### src/rtl/featuremap_pad_writer_if.sv
// featuremap_pad_writer_if: pixel stream in and FIFO write port out.
// master = the pad writer, slave = upstream source / FIFO side.
// The optional `last` signal exists only when FEATUREMAP_PAD_WRITER_LAST_EN is defined.
interface featuremap_pad_writer_if #(
  parameter int DATA_WIDTH = 32
);
  logic [3*DATA_WIDTH-1:0] pix_in;
  logic                    pix_valid;
  logic                    pix_ready;
  logic                    fifo_full;
  logic [3*DATA_WIDTH-1:0] data_out;
  logic                    wrreq;
`ifdef FEATUREMAP_PAD_WRITER_LAST_EN
  logic                    last;

  modport master (
    input  pix_in, pix_valid, fifo_full,
    output pix_ready, data_out, wrreq, last
  );
  modport slave (
    output pix_in, pix_valid, fifo_full,
    input  pix_ready, data_out, wrreq, last
  );
`else
  modport master (
    input  pix_in, pix_valid, fifo_full,
    output pix_ready, data_out, wrreq
  );
  modport slave (
    output pix_in, pix_valid, fifo_full,
    input  pix_ready, data_out, wrreq
  );
`endif
endinterface

### src/rtl/featuremap_pad_writer.sv
// featuremap_pad_writer: wraps an unpadded WIDTH x HEIGHT {B,G,R} frame in a
// one-word zero border and writes the (WIDTH+2) x (HEIGHT+2) result to the
// conv2d input FIFO, one word per cycle at peak.
// Optional feature: define FEATUREMAP_PAD_WRITER_LAST_EN to add a `last` flag
// marking the final word of each frame.
module featuremap_pad_writer #(
  parameter int DATA_WIDTH = 32,
  parameter int WIDTH      = 112,
  parameter int HEIGHT     = 112
) (
  input  logic clk,
  input  logic rst,
  input  logic start,
  output logic busy,
  output logic done,
  featuremap_pad_writer_if.master bus
);

  localparam int COL_W = $clog2(WIDTH + 2);
  localparam int ROW_W = (HEIGHT > 1) ? $clog2(HEIGHT) : 1;
  localparam logic [COL_W-1:0] COL_LAST     = COL_W'(WIDTH + 1);
  localparam logic [COL_W-1:0] COL_PIX_LAST = COL_W'(WIDTH);
  localparam logic [ROW_W-1:0] ROW_LAST     = ROW_W'(HEIGHT - 1);

  typedef enum logic [2:0] {IDLE, TOP, LEFT, PIX, RIGHT, BOTTOM, FIN} state_t;

  state_t           state;
  logic [COL_W-1:0] col;
  logic [ROW_W-1:0] row;
  logic             zero_state;
  logic             emit;

  // pix_ready depends only on state and FIFO space, never on pix_valid
  assign bus.pix_ready = (state == PIX) && !bus.fifo_full;

  // Decide whether a word leaves this cycle; border states emit zeros freely
  always_comb begin
    zero_state = (state == TOP) || (state == LEFT) ||
                 (state == RIGHT) || (state == BOTTOM);
    emit       = 1'b0;
    if (zero_state) begin
      emit = !bus.fifo_full;
    end else if (state == PIX) begin
      emit = bus.pix_ready && bus.pix_valid;
    end
  end

  // Frame FSM, padded-position counters and the registered FIFO write port
  always_ff @(posedge clk or negedge rst) begin
    if (!rst) begin
      state        <= IDLE;
      col          <= '0;
      row          <= '0;
      busy         <= 1'b0;
      done         <= 1'b0;
      bus.wrreq    <= 1'b0;
      bus.data_out <= '0;
    end else begin
      bus.wrreq <= emit;
      done      <= 1'b0;
      if (emit) begin
        bus.data_out <= zero_state ? '0 : bus.pix_in;
        col          <= (col == COL_LAST) ? '0 : col + 1'b1;
      end
      case (state)
        IDLE: begin
          // done high means IDLE was only just entered; that start is dropped
          if (start && !done) begin
            state <= TOP;
            busy  <= 1'b1;
            col   <= '0;
            row   <= '0;
          end
        end
        TOP: begin
          if (emit && col == COL_LAST) state <= LEFT;
        end
        LEFT: begin
          if (emit) state <= PIX;
        end
        PIX: begin
          if (emit && col == COL_PIX_LAST) state <= RIGHT;
        end
        RIGHT: begin
          if (emit) begin
            if (row == ROW_LAST) begin
              state <= BOTTOM;
            end else begin
              row   <= row + 1'b1;
              state <= LEFT;
            end
          end
        end
        BOTTOM: begin
          if (emit && col == COL_LAST) state <= FIN;
        end
        FIN: begin
          state <= IDLE;
          busy  <= 1'b0;
          done  <= 1'b1;
        end
        default: state <= IDLE;
      endcase
    end
  end

`ifdef FEATUREMAP_PAD_WRITER_LAST_EN
  // Flag the final bottom-border word, registered in step with wrreq
  always_ff @(posedge clk or negedge rst) begin
    if (!rst) begin
      bus.last <= 1'b0;
    end else begin
      bus.last <= emit && (state == BOTTOM) && (col == COL_LAST);
    end
  end
`endif

endmodule

### src/flat_wrapper.sv
// flat-port wrapper written by rule: the top's interface ports become plain ports
module featuremap_pad_writer_flat 
#(
  parameter int DATA_WIDTH = 32,
  parameter int WIDTH      = 112,
  parameter int HEIGHT     = 112
)
  (clk, rst, start, busy, done, bus_pix_in, bus_pix_valid, bus_fifo_full, bus_pix_ready, bus_data_out, bus_wrreq);
  featuremap_pad_writer_if #(.DATA_WIDTH(DATA_WIDTH)) bus_i ();
  input  logic clk;
  input  logic rst;
  input  logic start;
  output logic busy;
  output logic done;
  input wire logic [$bits(bus_i.pix_in)-1:0] bus_pix_in;
  input wire logic [$bits(bus_i.pix_valid)-1:0] bus_pix_valid;
  input wire logic [$bits(bus_i.fifo_full)-1:0] bus_fifo_full;
  output wire logic [$bits(bus_i.pix_ready)-1:0] bus_pix_ready;
  output wire logic [$bits(bus_i.data_out)-1:0] bus_data_out;
  output wire logic [$bits(bus_i.wrreq)-1:0] bus_wrreq;
  assign bus_i.pix_in = bus_pix_in;
  assign bus_i.pix_valid = bus_pix_valid;
  assign bus_i.fifo_full = bus_fifo_full;
  assign bus_pix_ready = bus_i.pix_ready;
  assign bus_data_out = bus_i.data_out;
  assign bus_wrreq = bus_i.wrreq;
  featuremap_pad_writer #(.DATA_WIDTH(DATA_WIDTH), .WIDTH(WIDTH), .HEIGHT(HEIGHT)) u_core (.clk(clk), .rst(rst), .start(start), .busy(busy), .done(done), .bus(bus_i));
endmodule
### config.mk
export PLATFORM = sky130hd
export DESIGN_NAME = featuremap_pad_writer_flat
export DESIGN_NICKNAME = d
export VERILOG_FILES = /design/src/rtl/featuremap_pad_writer_if.sv /design/src/rtl/featuremap_pad_writer.sv /design/src/flat_wrapper.sv
export SDC_FILE = /design/constraint.sdc
export NUM_CORES = 1
export LEC_CHECK = 0
export CAP_MARGIN = 10
export CORE_ASPECT_RATIO = 0.8
export CORE_MARGIN = 2
export CORE_UTILIZATION = 45
export DETAILED_ROUTE_END_ITERATION = 8
export GPL_ROUTABILITY_DRIVEN = 0
export PLACE_DENSITY = 0.86
export SLEW_MARGIN = 25
export SYNTH_ARGS = -nofsm -noshare
export SYNTH_HDL_FRONTEND = slang
export SYNTH_SLANG_ARGS = --single-unit
### constraint.sdc
create_clock -name clk -period 5.04 [get_ports clk]
set_input_delay 1.008 -clock clk [delete_from_list [all_inputs] [get_ports clk]]
set_output_delay 1.008 -clock clk [all_outputs]
set_load 0.05 [all_outputs]
==> results.ini <==
[cells_and_area]
fin_area_um2=7200
mostFrequentLayoutCell=clkdlybuf4s50_1
syn_to_final_growth_pct=60.5
layout_common_cells=199 x clkdlybuf4s50_1, 116 x dfrtp_1, 96 x a22o_1
final_nets=639
antenna-diode-count=0
drive_gt1_share_pct=7.13

[global_routing]
overflow=0
antenna_found_initial=0
grt_max_degree=99
grt_pass1_wl_um=19400
grt_usage_pct=23.6
grt_pass1_vias=3746

[setup_path]
crit_path_start_kind=input pin
path_cells=clkdlybuf4s50_1, nor3b_1, clkdlybuf4s50_1
timing.rr.start=u_core.state[0]
crit_start=bus_fifo_full
timing.critical_path.slowest_cell_delay_ns=0.86
cp_data_arrival_time_ns=2.70
end_kind=output pin
worstPathMaxFanout=6
cpMostUsedCell=clkdlybuf4s50_1
critical-path-slowest-cell=clkdlybuf4s50_1
critPathKind=in -> out
required_ns=4.03

[outcome]
status=finished, final reports clean

[timing]
final.min_clock_period_ns=3.71
rsz0062_at_grt=no
tightest_slew_ns=1.05
slew_viol_final=0
maxSlewHeadroom_pct=30.2
skew_ns=0.00371
fmax_mhz=269
tns_ns=0
fin_crit_sh_pct=73.6
finalHoldViolCount=0
setup_viol=0

[synthesis]
ys_warn_count=0
synth-adder-area-share_pct=1.11
syn_inst=339
synth_compound_area_share_pct=22.0
synth_xor_area_share_pct=1.76
synth_edf_count=0
ys_seq_elements=116
syn_area_um2=4490
synth_top_family_by_area=compound AO/OA/AOI/OAI gates
synth.area.mux_share_pct=0.474
dominantRegCellSynth=dfrtp_1
syn-num-nets=444
netlist_top_cells_area=dfrtp_1 65%, a22o_1 19%, nor2_1 1.3%
avgSynthCellArea_um2=13.2
synth_cell_types=39
synth_simple_gate_area_share_pct=6.69
yosys.area.top_type=dfrtp_1
async_flop_share_pct=100
yosysTopAreaCellShare_pct=64.7
yosysSeqAreaShare_pct=64.7

[power]
p_int_uw=2450
power.share.combinational_pct=33.7
leakage_uw=0.00319
power.switching_uw=1370
max-vdd-ir-drop_mv=0.270
p_per_area_nw_per_um2=530
netSwitchingFraction_pct=35.8
power.share.clock_pct=34.1
p_seq_share_pct=32.1

[cts]
clock-sinks=116
numCtsBuffers=17
cts_hold_buf=0
cts_resized=0
post_cts_buffers=0
htreeDepth=4
clk_path_buf_depth=2
root_buffer=clkbuf_16
cts_tree=built
cts.clk_slew.worst_paths_ns=0.05
clk_latency_ns=0.40

[routing]
ant_nets=0
wl_per_cell_um=18.3
remaining_drc_errors=0
dr.pass1.iters=4
wl_um=12500
via_per_inst=5.38
vias=3675
drt_iter0_drc=282

[die]
dieHeight_um=93.3
core_area_um2=9690
dieArea_um2=10800
rows=32
pin_count=201
fp.dieW_um=116
initial_core_util_pct=46.3

[placement]
place.port_buffers=200
dp_hpwl_um=8010
postPlaceCellArea_um2=6550

[min_path]
hold_class=reg -> reg
hp-start=u_core.col[5]

[run]
maxCapViolCount=0

[cell type report]
| type | count | area, µm² |
|---|---|---|
| flip-flops and latches | 116 | 2900 |
| clock inverters | 10 | 178 |
| well taps | 136 | 170 |
| multi-input cells | 192 | 1460 |
| clock buffers | 22 | 464 |
| inverters | 6 | 22.5 |
| repair buffers | 201 | 2010 |
| fillers | 626 | 2480 |
[power groups by stage]
stage	logic (µW)	registers, µW	clock network (µW)
after global placement	1260	1220	0
after floorplan	404	1660	0
final	1290	1230	1300
after CTS	1290	1230	1320
after global routing	1360	1250	1370
after detailed placement	1290	1230	0
[per-stage QoR]
stage / hold WS [ns] / power [µW] / std cells / setup WS [ns] / utilization [%]
2_1_floorplan: 0.448 / 2060 / 339 / 1.83 / -
3_3_place_gp: 0.472 / 2480 / 651 / 1.42 / 67.6
3_5_place_dp: 0.470 / 2520 / 651 / 1.33 / 67.6
4_1_cts: 0.485 / 3840 / 683 / 1.33 / 74.2
5_1_grt: 0.499 / 3980 / 683 / 1.28 / 74.4
6_report: 0.483 / 3820 / 683 / 1.33 / 74.4
[registers in the layout, summed over array words and instances, names as in the netlist]
name	cells
u_core.col	7
u_core.done	1
u_core.row	7
u_core.busy	1
u_core.state	3
u_core.bus.data_out	96
u_core.bus.wrreq	1
[logic make-up after synthesis]
logic type | count (synthesis)
mux | 2
xor+xnor | 9
simple gates | 59
compound gates | 118
flops | 116
buf+inv | 31
fa+ha+maj | 4
[cells in the mapped netlist, types with 2 or more instances]
| cell type | count |
|---|---|
| xnor2_1 | 5 |
| clkbuf_1 | 11 |
| a22o_1 | 96 |
| or2_2 | 2 |
| nand3_1 | 8 |
| dfrtp_1 | 116 |
| o21ai_1 | 2 |
| o31ai_1 | 2 |
| nor2_1 | 15 |
| nand4_1 | 4 |
| inv_1 | 6 |
| nor4b_1 | 2 |
| nor2b_1 | 2 |
| nand2_1 | 13 |
| ha_1 | 4 |
| or3_1 | 2 |
| o21ai_0 | 3 |
| nand2b_1 | 3 |
| buf_2 | 11 |
| buf_6 | 2 |
| and2_1 | 3 |
| xor2_1 | 4 |
| a21oi_1 | 7 |
[routing by layer]
| metal | part of all wire (%) | track usage (%) | routed length (µm) | vias to the layer above |
|---|---|---|---|---|
| met2 | 48 | 37.5 | 5950 | 182 |
| li1 | - | - | - | 1658 |
| met1 | 41 | 29.2 | 5070 | 1806 |
| met5 | 0 | 0 | 0 | - |
| met3 | 9.4 | 8.88 | 1170 | 29 |
| met4 | 2.5 | 9.72 | 314 | 0 |
[path summary, 6_finish.rpt]
path	endpoint	slack, ns	cells after the start
max	bus_pix_ready	1.33	3
min	u_core.col[5]	0.48	1
max reg2reg	u_core.bus.data_out[24]	2.59	4
min reg2reg	u_core.col[5]	0.48	1
max in group asynchronous	u_core.bus.data_out[80]	3.48	2
min in group asynchronous	u_core.bus.data_out[50]	0.63	1
[worst max-delay path: cells and delay by family]
kind | cells | cell delay [ns]
simple gates | 1 | 0.33
buf+inv | 2 | 1.36
(Power assumes the default switching activity.)
